## src/rtl/hazard_ctrl.sv

```systemverilog
// hazard_ctrl: stall and flush scheduler for the 5-stage MIPS pipeline.
// Detects load-use and ID-branch operand hazards, sequences the multi-cycle
// multiply/divide unit via a busy counter, and counts stall cycles.
module hazard_ctrl #(
    parameter int MUL_LAT = 4,
    parameter int DIV_LAT = 32,
    parameter int CNT_W   = 16
) (
    input  logic             clk,
    input  logic             rst_n,
    input  logic [4:0]       IFID_Rs,
    input  logic [4:0]       IFID_Rt,
    input  logic             IFID_UseRt,
    input  logic             Branch,
    input  logic             BrTaken,
    input  logic             Jump,
    input  logic             MdStart,
    input  logic             MdDiv,
    input  logic             MfHiLo,
    input  logic [4:0]       IDEX_Rd,
    input  logic             IDEX_RegWr,
    input  logic             IDEX_MemRd,
    input  logic [4:0]       EXMEM_Rd,
    input  logic             EXMEM_MemRd,
    output logic             PCWr,
    output logic             IFIDWr,
    output logic             IFIDFlush,
    output logic             IDEXBubble,
    output logic             MdLaunch,
    output logic             MdBusy,
    output logic [CNT_W-1:0] StallCnt
);

    localparam logic [5:0] MUL_CNT = 6'(MUL_LAT);
    localparam logic [5:0] DIV_CNT = 6'(DIV_LAT);

    typedef enum logic {MD_IDLE, MD_BUSY} mdState_t;

    mdState_t         mdState;
    logic [5:0]       mdCnt;
    logic [CNT_W-1:0] stallCnt;
    logic             luHaz;
    logic             brHaz;
    logic             mdHaz;
    logic             stall;

    // True when a producer register feeds a source operand of the ID instruction; $0 never matches.
    function automatic logic regMatch(input logic [4:0] r, input logic [4:0] rs,
                                      input logic [4:0] rt, input logic useRt);
        return (r != 5'd0) && ((r == rs) || (useRt && (r == rt)));
    endfunction

    // Counter increment that sticks at the all-ones value instead of wrapping.
    function automatic logic [CNT_W-1:0] satInc(input logic [CNT_W-1:0] v);
        return (&v) ? v : v + CNT_W'(1);
    endfunction

    // Hazard detection: all terms are purely combinational on the current cycle.
    always_comb begin
        luHaz = IDEX_MemRd && regMatch(IDEX_Rd, IFID_Rs, IFID_Rt, IFID_UseRt);
        brHaz = Branch &&
                ((IDEX_RegWr && regMatch(IDEX_Rd, IFID_Rs, IFID_Rt, IFID_UseRt)) ||
                 (EXMEM_MemRd && regMatch(EXMEM_Rd, IFID_Rs, IFID_Rt, IFID_UseRt)));
        mdHaz = (mdState == MD_BUSY) && (MfHiLo || MdStart);
        stall = luHaz || brHaz || mdHaz;
    end

    // Pipeline control lines; reset holds the front end empty, a stall masks any flush.
    always_comb begin
        PCWr       = 1'b0;
        IFIDWr     = 1'b0;
        IFIDFlush  = 1'b1;
        IDEXBubble = 1'b1;
        MdLaunch   = 1'b0;
        if (rst_n) begin
            PCWr       = !stall;
            IFIDWr     = !stall;
            IDEXBubble = stall;
            IFIDFlush  = !stall && ((Branch && BrTaken) || Jump);
            MdLaunch   = (mdState == MD_IDLE) && MdStart && !stall;
        end
    end

    // MDU busy sequencer and saturating stall-cycle counter; reset discards any in-flight op.
    always_ff @(posedge clk or negedge rst_n) begin
        if (!rst_n) begin
            mdState  <= MD_IDLE;
            mdCnt    <= 6'd0;
            stallCnt <= '0;
        end else begin
            case (mdState)
                MD_IDLE: begin
                    if (MdLaunch) begin
                        mdCnt   <= MdDiv ? DIV_CNT : MUL_CNT;
                        mdState <= MD_BUSY;
                    end
                end
                MD_BUSY: begin
                    mdCnt <= mdCnt - 6'd1;
                    if (mdCnt == 6'd1) begin
                        mdState <= MD_IDLE;
                    end
                end
                default: begin
                    mdState <= MD_IDLE;
                    mdCnt   <= 6'd0;
                end
            endcase
            if (stall) begin
                stallCnt <= satInc(stallCnt);
            end
        end
    end

    assign MdBusy   = (mdState == MD_BUSY);
    assign StallCnt = stallCnt;

endmodule

```

## config.mk

```make
export PLATFORM = sky130hd
export DESIGN_NAME = hazard_ctrl
export DESIGN_NICKNAME = d
export VERILOG_FILES = /design/src/rtl/hazard_ctrl.sv
export SDC_FILE = /design/constraint.sdc
export NUM_CORES = 1
export LEC_CHECK = 0
export ABC_AREA = 1
export ABC_CLOCK_PERIOD_IN_PS = 2600
export CAP_MARGIN = 0
export CORE_MARGIN = 8
export CORE_UTILIZATION = 28
export CTS_CLUSTER_DIAMETER = 200
export DETAILED_ROUTE_END_ITERATION = 12
export PLACE_DENSITY_LB_ADDON = 0.3
export SLEW_MARGIN = 5
export SYNTH_ARGS = -nofsm -noshare
export SYNTH_HDL_FRONTEND = slang
export SYNTH_SLANG_ARGS = --single-unit
```

## constraint.sdc

```tcl
create_clock -name clk -period 2.6 [get_ports clk]
set_input_delay 0.39 -clock clk [delete_from_list [all_inputs] [get_ports clk]]
set_output_delay 0.39 -clock clk [all_outputs]
set_load 0.03 [all_outputs]
```

==> results of run 1 <==
flip-flops by register name, indices dropped and copies added, names as in the netlist:
signal	count
mdCnt	6
MdBusy	1
StallCnt	16
cells by family (layout without fill, tap and decap cells):
| family | after synthesis | after routing | share of synthesized area |
|---|---|---|---|
| AO/OA/AOI/OAI | 27 | 27 | 0.09693 |
| XOR/XNOR | 22 | 22 | 0.1074 |
| adder cells (fa/ha/maj) | 3 | 3 | 0.02092 |
| buffers and inverters | 42 | 107 | 0.1018 |
| flip-flops | 23 | 23 | 0.3208 |
| AND/OR/NAND/NOR | 141 | 141 | 0.3522 |
power by group:
group          switching, W  total (W)  internal (W)
clock network      0.000121   0.000229      0.000107
registers          0.000146   0.000627      0.000481
logic              0.000627    0.00108      0.000452
timing repair:
item / CTS / global route
endpoints found under the setup margin: 1 / 0
resized for setup: 1 / 0
buffers inserted: 0 / 0
metrics by stage:
| stage | hold WS [ns] | setup TNS (ns) | worst slack [ns] |
|---|---|---|---|
| after CTS | 0.5524 | 0 | 0.1376 |
| after floorplan | 0.09441 | 0 | 0.4771 |
| after detailed placement | 0.5396 | -0.04050 | -0.04050 |
| after global routing | 0.5685 | 0 | 0.01478 |
| final | 0.5348 | 0 | 0.1528 |
| after global placement | 0.5202 | -0.05873 | -0.05873 |
layout make-up:
class                           count  area [um2]  share of cell area
Timing Repair Buffer               64       614.3              0.2440
Multi-Input combinational cell    193        1036              0.4115
Clock inverter                      1       5.005            0.001988
Tap cell                           77       96.34             0.03827
Sequential cell                    23       575.6              0.2286
Inverter                           39       148.9             0.05915
Clock buffer                        3       41.29             0.01640
per-layer routing:
metal | GRT usage | vias to the layer above
met1 | 0.1327 | 788
met5 | 0 | -
met2 | 0.1742 | 31
li1 | - | 944
met3 | 0.03354 | 6
met4 | 0.03329 | 0
critical path, stage by stage:
cell and delay (ns):
clkdlybuf4s50_1 0.46, inv_2 0.09, nand4_1 0.08, o21bai_1 0.14
inv_1 0.09, a21oi_4 0.15, nand2_2 0.07, buf_4 0.14
o21ai_0 0.28, buf_12 0.17
worst max path at each step:
stage                startpoint          to  depth (start not counted)
global route        EXMEM_Rd[3]   IFIDFlush                         11
detailed placement   IFID_Rt[0]  IDEXBubble                         12
CTS                  IDEX_Rd[1]   IFIDFlush                         10
floorplan            IDEX_Rd[3]  IDEXBubble                          8
finish               IDEX_Rd[1]   IFIDFlush                         10
global placement    EXMEM_Rd[2]  IDEXBubble                         11
placed cells by master, fill, tap and decap left out, types with 2 or more instances in the layout:
cell type / netlist / routed
a21oi_1: 4 / 4
o21ai_0: 8 / 8
o21ai_1: 6 / 6
xor2_1: 16 / 16
nor3_1: 3 / 3
inv_1: 30 / 30
buf_4: 1 / 14
o21bai_1: 2 / 2
inv_2: 8 / 8
clkdlybuf4s50_1: 0 / 48
xnor2_1: 6 / 6
o21ai_2: 6 / 6
nand2_2: 4 / 4
nand3_1: 20 / 20
clkbuf_8: 0 / 3
nor2_1: 27 / 27
dfrtp_1: 23 / 23
ha_1: 3 / 3
nand4_1: 5 / 5
nor4_1: 2 / 2
nand2_1: 74 / 74
==> impl_metrics.toml, run 1 <==
[run_status]
status = "completed"

[pwr]
p_leak_nw = 1.159
finalPower_w = 0.001934
cellPowerDensity_mw_per_mm2 = 768.3
ir_drop_v = 0.0005775

[clock_tree]
cts_buffer_depth = 2
cts_tree = "yes"
clkLatencyLatePin_ns = 0.28
cts_num_sinks = 23
cts_inserted_buffers = 3
path_clk_slew_ns = 0.09
cts_hold_repair.buffers = 0
htreeDepth = 1
clockRootBuffer = "clkbuf_8"

[floorplan]
ioPinCount = 54
core_area_mm2 = 0.006277
start_util = 0.2858
std_cell_rows = 29
die_w_um = 96.05
die_h_um = 96.05
die_area_mm2 = 0.009226

[sta]
rsz0062_at_grt = "false"
timing.final.crit_period_ns = 2.447
tightestPinTransition_ns = 0.3276
slew-limit-headroom = 0.7796
clock_skew_ns = 0.01411
final-max-slew-violation-count = 0
fmax_mhz = 408.6
finalSetupViolations = 0
hold_viol_final = 0
period_share = 0.9412

[cells_and_area]
nets = 359
layout-drive-gt1-share = 0.1393
final_util = 0.4010
instances_no_fill = 400
n_fill_cell = 652
antenna_cells = 0
area_growth_pct = 40.31
fin_area_mm2 = 0.002517

[global_route]
grt_usage = 0.1075
overflow = 0
grt_pass1_vias = 1684
grt_pass1_wl_um = 7776
grt_max_degree = 26
grt_antenna_before_repair = 0

[synthesis]
ys.flop_type = "dfrtp_1"
yosys.area.top_type = "dfrtp_1"
synth_cells = 258
yosys.cell_types.count = 29
synthTopCellsByArea = "dfrtp_1, nand2_1, xor2_1, inv_1, nor2_1"
ys_ff_latch = 23
synth_common_cells = "nand2_1, inv_1, nor2_1"
yosys.area.top_type_share = 0.3208
yosysWarnings = 0
async_flop_share = 1.000
synth_nets = 293
synth_area_mm2 = 0.001794
syn_avg_cell_area_um2 = 6.954
synth_edf_count = 0
yosysSeqAreaShare = 0.3208
synth.most_common_cell = "nand2_1"

[place]
gp_congestion = 0.8078
postPlaceCellArea_mm2 = 0.002472
dp_hpwl_um = 3915
place_inst = 396
io_buffers = 53

[route]
detail_route.first_pass.iterations = 4
wl_per_cell_um = 12.02
drc = 0
met1_length_um = 2242
viasPerCell = 4.423
met3_length_um = 289
vias = 1769
drtIter0Drc = 46
ant_nets = 0
top_layer = "met4"
wl_met2_um = 2214
routed_wl_um = 4807

[run]
maxCapViolations = 0

[critical_path]
worstPathMaxFanout = 3
required_ns = 2.21
crit_path_end_kind = "primary output"
worstReg2RegStart = "StallCnt[0]"
critical_path_class = "in2out"
critPathLaunchType = "input port"
r2r_cells = 8
critPathArrivalTime_ns = 2.06
ff2ff_setup_slack_ns = 0.71
timing.rr.end = "StallCnt[5]"

[worst_hold_path]
hp-class = "in2async"
Note: power is estimated with default switching activity, not from simulation.
==> run 2: changes to the inputs <==
Settings changed: CTS_CLUSTER_SIZE from default to 14, REMOVE_ABC_BUFFERS from default to 1, SKIP_CTS_REPAIR_TIMING from default to 1.
==> impl_metrics.toml, run 2 (same netlist as run 1, synthesis figures left out) <==
[run_status]
status = "completed"

[floorplan]
die_w_um = 96.05
std_cell_rows = 29
start_util = 0.2858
die_area_mm2 = 0.009226
die_h_um = 96.05
ioPinCount = 54
core_area_mm2 = 0.006277

[worst_hold_path]
hp-class = "reg2reg"
whs_path_depth = 2
hold_path.startpoint = "StallCnt[15]"
worstHoldEndpoint = "StallCnt[15]"

[critical_path]
required_ns = 2.21
slowest_delay_ns = 0.47
critPathArrivalTime_ns = 1.96
crit_buf_inv = 5
critical_path_class = "in2out"
crit_top_cell = "buf_4"
crit_chain = "clkdlybuf4s50_1 -> inv_2 -> nand4_1 -> o21bai_1 -> inv_1 -> a21oi_4 -> nand2_2 -> buf_4 -> o21ai_0 -> buf_4"
critPathTopFamily = "buffers and inverters"
worstPathMaxFanout = 3
r2r_cells = 8
timing.rr.end = "StallCnt[9]"
worstReg2RegStart = "StallCnt[0]"
crit_path_end_kind = "primary output"
crit_start = "IDEX_Rd[3]"
critPathLaunchType = "input port"
crit_slowest_cell = "clkdlybuf4s50_1"
ff2ff_setup_slack_ns = 0.71

[route]
wl_per_cell_um = 12.14
vias = 1739
routed_wl_um = 4832
ant_nets = 0
drc = 0
drtIter0Drc = 32
viasPerCell = 4.369
detail_route.first_pass.iterations = 4

[sta]
slew-limit-headroom = 0.7671
hold_viol_final = 0
tightestPinTransition_ns = 0.3467
finalSetupViolations = 0
period_share = 0.9043
final-max-slew-violation-count = 0
clock_skew_ns = 0.001468
whs_ns = 0.5330
fmax_mhz = 425.3
rsz0062_at_grt = "false"
timing.final.crit_period_ns = 2.351

[global_route]
grt_pass1_vias = 1727
grt_usage = 0.1070
grt_pass1_wl_um = 7831
overflow = 0
grt_max_degree = 26
grt_antenna_before_repair = 0

[place]
io_buffers = 53
dp_hpwl_um = 3977
place_inst = 394
gp_congestion = 0.8707

[cells_and_area]
layout-drive-gt1-share = 0.1340
n_fill_cell = 664
area_growth_pct = 38.98
instances_no_fill = 398
largest_register_ffs = 16
nets = 357
antenna_cells = 0
layout_common_cells = "nand2_1, clkdlybuf4s50_1, inv_1"
final_common_cell = "nand2_1"

[pwr]
p_leak_nw = 1.149
cellPowerDensity_mw_per_mm2 = 771.5
ir_drop_v = 0.0004717

[clock_tree]
htreeDepth = 1
cts_num_sinks = 23
path_clk_slew_ns = 0.08
cts_tree = "yes"
clockRootBuffer = "clkbuf_8"
cts_inserted_buffers = 3
cts_buffer_depth = 2
clkLatencyLatePin_ns = 0.26

[run]
maxCapViolations = 0
run 2: cell count changes in the layout (fill, tap and decap cells not counted), sizes merged:
| cell | previous run | this run |
|---|---|---|
| dlygate4sd2 | 1 | 0 |
| dlymetal6s2s | 0 | 1 |
| buf | 15 | 13 |
run 2: metrics by stage:
stage | power, W | utilization | cell area (um2) | worst slack (ns) | setup TNS (ns)
floorplan | 0.001318 | - | 1760 | 0.07074 | 0
CTS | 0.001948 | 0.3969 | 2491 | -0.1017 | -0.1017
global placement | 0.001712 | 0.3895 | 2445 | -0.03459 | -0.03459
detailed placement | 0.001718 | 0.3895 | 2445 | -0.1008 | -0.1008
finish | 0.001924 | 0.3972 | 2494 | 0.2488 | 0
global route | 0.002103 | 0.3972 | 2494 | 0.05154 | 0
run 2: per-layer routing:
layer / vias to the layer above / track usage / wire length, um
li1: 945 / - / -
met1: 762 / 0.1312 / 2260
met2: 27 / 0.1879 / 2318
met3: 5 / 0.01872 / 212
met4: 0 / 0.02689 / 40
met5: - / 0 / 0
run 2: worst reg2reg max path: cells and delay by family, from the launching register on:
family | cells | cell delay, ns
and+or+nand+nor | 5 | 0.86
DFF | 1 | 0.50
adders and majority gates | 1 | 0.25
buffers and inverters | 1 | 0.13
AOI/OAI and AO/OA | 1 | 0.05
run 2: cell type report:
cell class                 count  area [um2]  share of cell area
sequential                    23       575.6              0.2308
tap                           77       96.34             0.03864
clock buffer                   3       41.29             0.01656
inverter                      39       148.9             0.05971
timing repair buffer          62       590.6              0.2368
multi-input combinational    193        1036              0.4155
clock inverter                 1       5.005            0.002007
run 2: report_power, final:
group / internal [W] / leakage, nW / switching (W)
sequential: 0.000481 / 0.296 / 0.000146
combinational: 0.000446 / 0.827 / 0.000631
clock: 0.000107 / 0.0255 / 0.000112
run 2: worst max-delay path by stage:
stage | to | slack [ns] | depth (start not counted)
floorplan | IDEXBubble | 0.07 | 8
global route | IFIDFlush | 0.05 | 11
finish | IFIDFlush | 0.25 | 10
global placement | IDEXBubble | -0.03 | 10
detailed placement | IDEXBubble | -0.10 | 10
CTS | IDEXBubble | -0.10 | 10
==> run 3: changes to the inputs <==
Settings changed: PLACE_DENSITY from default to 0.6, PLACE_DENSITY_LB_ADDON 0.3 to default, SKIP_CTS_REPAIR_TIMING 1 to default.
==> impl_metrics.toml, run 3 (same netlist as run 1, synthesis figures left out) <==
[run_status]
status = "completed"

[sta]
period_share = 0.9209
timing.final.crit_period_ns = 2.394
hold_viol_final = 0
whs_ns = 0.5262
tightestPinTransition_ns = 0.3417
fmax_mhz = 417.7
fin_setup_tns_ns = 0
setup_slack_ns = 0.2058
finalSetupViolations = 0
slew-limit-headroom = 0.7704
final-max-slew-violation-count = 0
clock_skew_ns = 0.002830
rsz0062_at_grt = "false"

[global_route]
grt_pass1_vias = 1725
grt_antenna_before_repair = 0
overflow = 0
grt_pass1_wl_um = 8086
grt_max_degree = 26
grt_usage = 0.1089

[pwr]
switchingPower_w = 0.0009009
p_int_w = 0.001033
pwr-share-seq = 0.319
p_comb_frac = 0.561
switching_share = 0.4658
ir_drop_v = 0.0004748
cellPowerDensity_mw_per_mm2 = 777.9
clkPwrFrac = 0.119
p_leak_nw = 1.144

[critical_path]
critPathArrivalTime_ns = 2.00
crit_chain = "clkdlybuf4s50_1 -> inv_2 -> nand4_1 -> o21bai_1 -> inv_1 -> a21oi_4 -> nand2_2 -> buf_4 -> o21ai_0 -> buf_4"
slowest_delay_ns = 0.46
crit_path_end_kind = "primary output"
crit_buf_inv = 5
critPathTopFamily = "buffers and inverters"
critPathLaunchType = "input port"
critical_path_class = "in2out"
ff2ff_setup_slack_ns = 0.71
required_ns = 2.21
crit_slowest_cell = "clkdlybuf4s50_1"
crit_top_cell = "buf_4"
worstPathMaxFanout = 3

[floorplan]
core_area_mm2 = 0.006277
die_w_um = 96.05
die_h_um = 96.05
start_util = 0.2858
die_area_mm2 = 0.009226
ioPinCount = 54
std_cell_rows = 29

[route]
viasPerCell = 4.447
routed_wl_um = 4847
met3_length_um = 312
top_layer = "met4"
wl_per_cell_um = 12.18
detail_route.first_pass.iterations = 4
wl_met2_um = 2275
drtIter0Drc = 76
vias = 1770
met1_length_um = 2253
drc = 0
ant_nets = 0

[cells_and_area]
layout-drive-gt1-share = 0.1371
final_common_cell = "nand2_1"
antenna_cells = 0
area_growth_pct = 38.56
largest_register_ffs = 16
instances_no_fill = 398
nets = 357
layout_common_cells = "nand2_1, clkdlybuf4s50_1, inv_1"
final_util = 0.3961
n_fill_cell = 638

[place]
dp_hpwl_um = 3930
gp_congestion = 0.8597
place_inst = 394
io_buffers = 53
place_ws_ns = -0.1048

[run]
maxCapViolations = 0

[clock_tree]
cts_hold_repair.buffers = 0
path_clk_slew_ns = 0.08
cts_num_sinks = 23
post_cts_buffers = 0
cts_buffer_depth = 2
clockRootBuffer = "clkbuf_8"
cts_tree = "yes"
clkLatencyLatePin_ns = 0.27
cts_inserted_buffers = 3
htreeDepth = 1

[worst_hold_path]
hp-class = "reg2reg"
==> run 3: changes by cell type in the layout (fill, tap and decap cells not counted), sizes merged <==
cell | before | now
dlymetal6s2s | 1 | 0
clkbuf | 3 | 4
==> run 3: final timing paths <==
| check | start | to | cells past startpoint |
|---|---|---|---|
| max | IDEX_Rd[2] | IFIDFlush | 10 |
| min | StallCnt[15] | StallCnt[15] | 2 |
| max reg2reg | StallCnt[0] | StallCnt[9] | 8 |
| min reg2reg | StallCnt[15] | StallCnt[15] | 2 |
| max in group asynchronous | rst_n | StallCnt[12] | 2 |
| min in group asynchronous | rst_n | StallCnt[11] | 2 |
==> run 3: cell type report <==
cell class                      instances  area [um2]  share of cell area
Clock inverter                          1       5.005            0.002013
Multi-Input combinational cell        193        1036              0.4167
Sequential cell                        23       575.6              0.2315
Timing Repair Buffer                   62       583.1              0.2345
Tap cell                               77       96.34             0.03875
Clock buffer                            3       41.29             0.01661
Inverter                               39       148.9             0.05989
==> run 3: stage by stage <==
stage / power [W] / instance area [um2]
4_1_cts: 0.001960 / 2490
5_1_grt: 0.002114 / 2486
3_5_place_dp: 0.001720 / 2445
6_report: 0.001934 / 2486
2_1_floorplan: 0.001318 / 1760
3_3_place_gp: 0.001713 / 2445
==> run 3: layer usage <==
layer,vias up,global-route usage
li1,939,-
met1,796,0.1409
met2,33,0.1782
met3,2,0.03432
met4,0,0.01152
met5,-,0
==> run 3: worst register-to-register path: cells and delay by family (launching register included) <==
family / cells / cell delay [ns]
simple gates: 5 / 0.84
flops: 1 / 0.51
fa+ha+maj: 1 / 0.25
buf+inv: 1 / 0.14
compound gates: 1 / 0.05
==> run 3: repair_timing <==
action / 4_1_cts / 5_1_grt
resized for setup: 1 / 2
setup endpoints to repair: 1 / 1
cloned: 0 / 0
==> run 3: power by group through the flow <==
stage	Combinational (W)	Sequential (W)	Clock, W
finish	0.00109	0.000618	0.000231
global route	0.00122	0.000636	0.000257
CTS	0.00110	0.000617	0.000241
detailed placement	0.00110	0.000620	0
global placement	0.00109	0.000622	0
floorplan	0.000576	0.000741	0
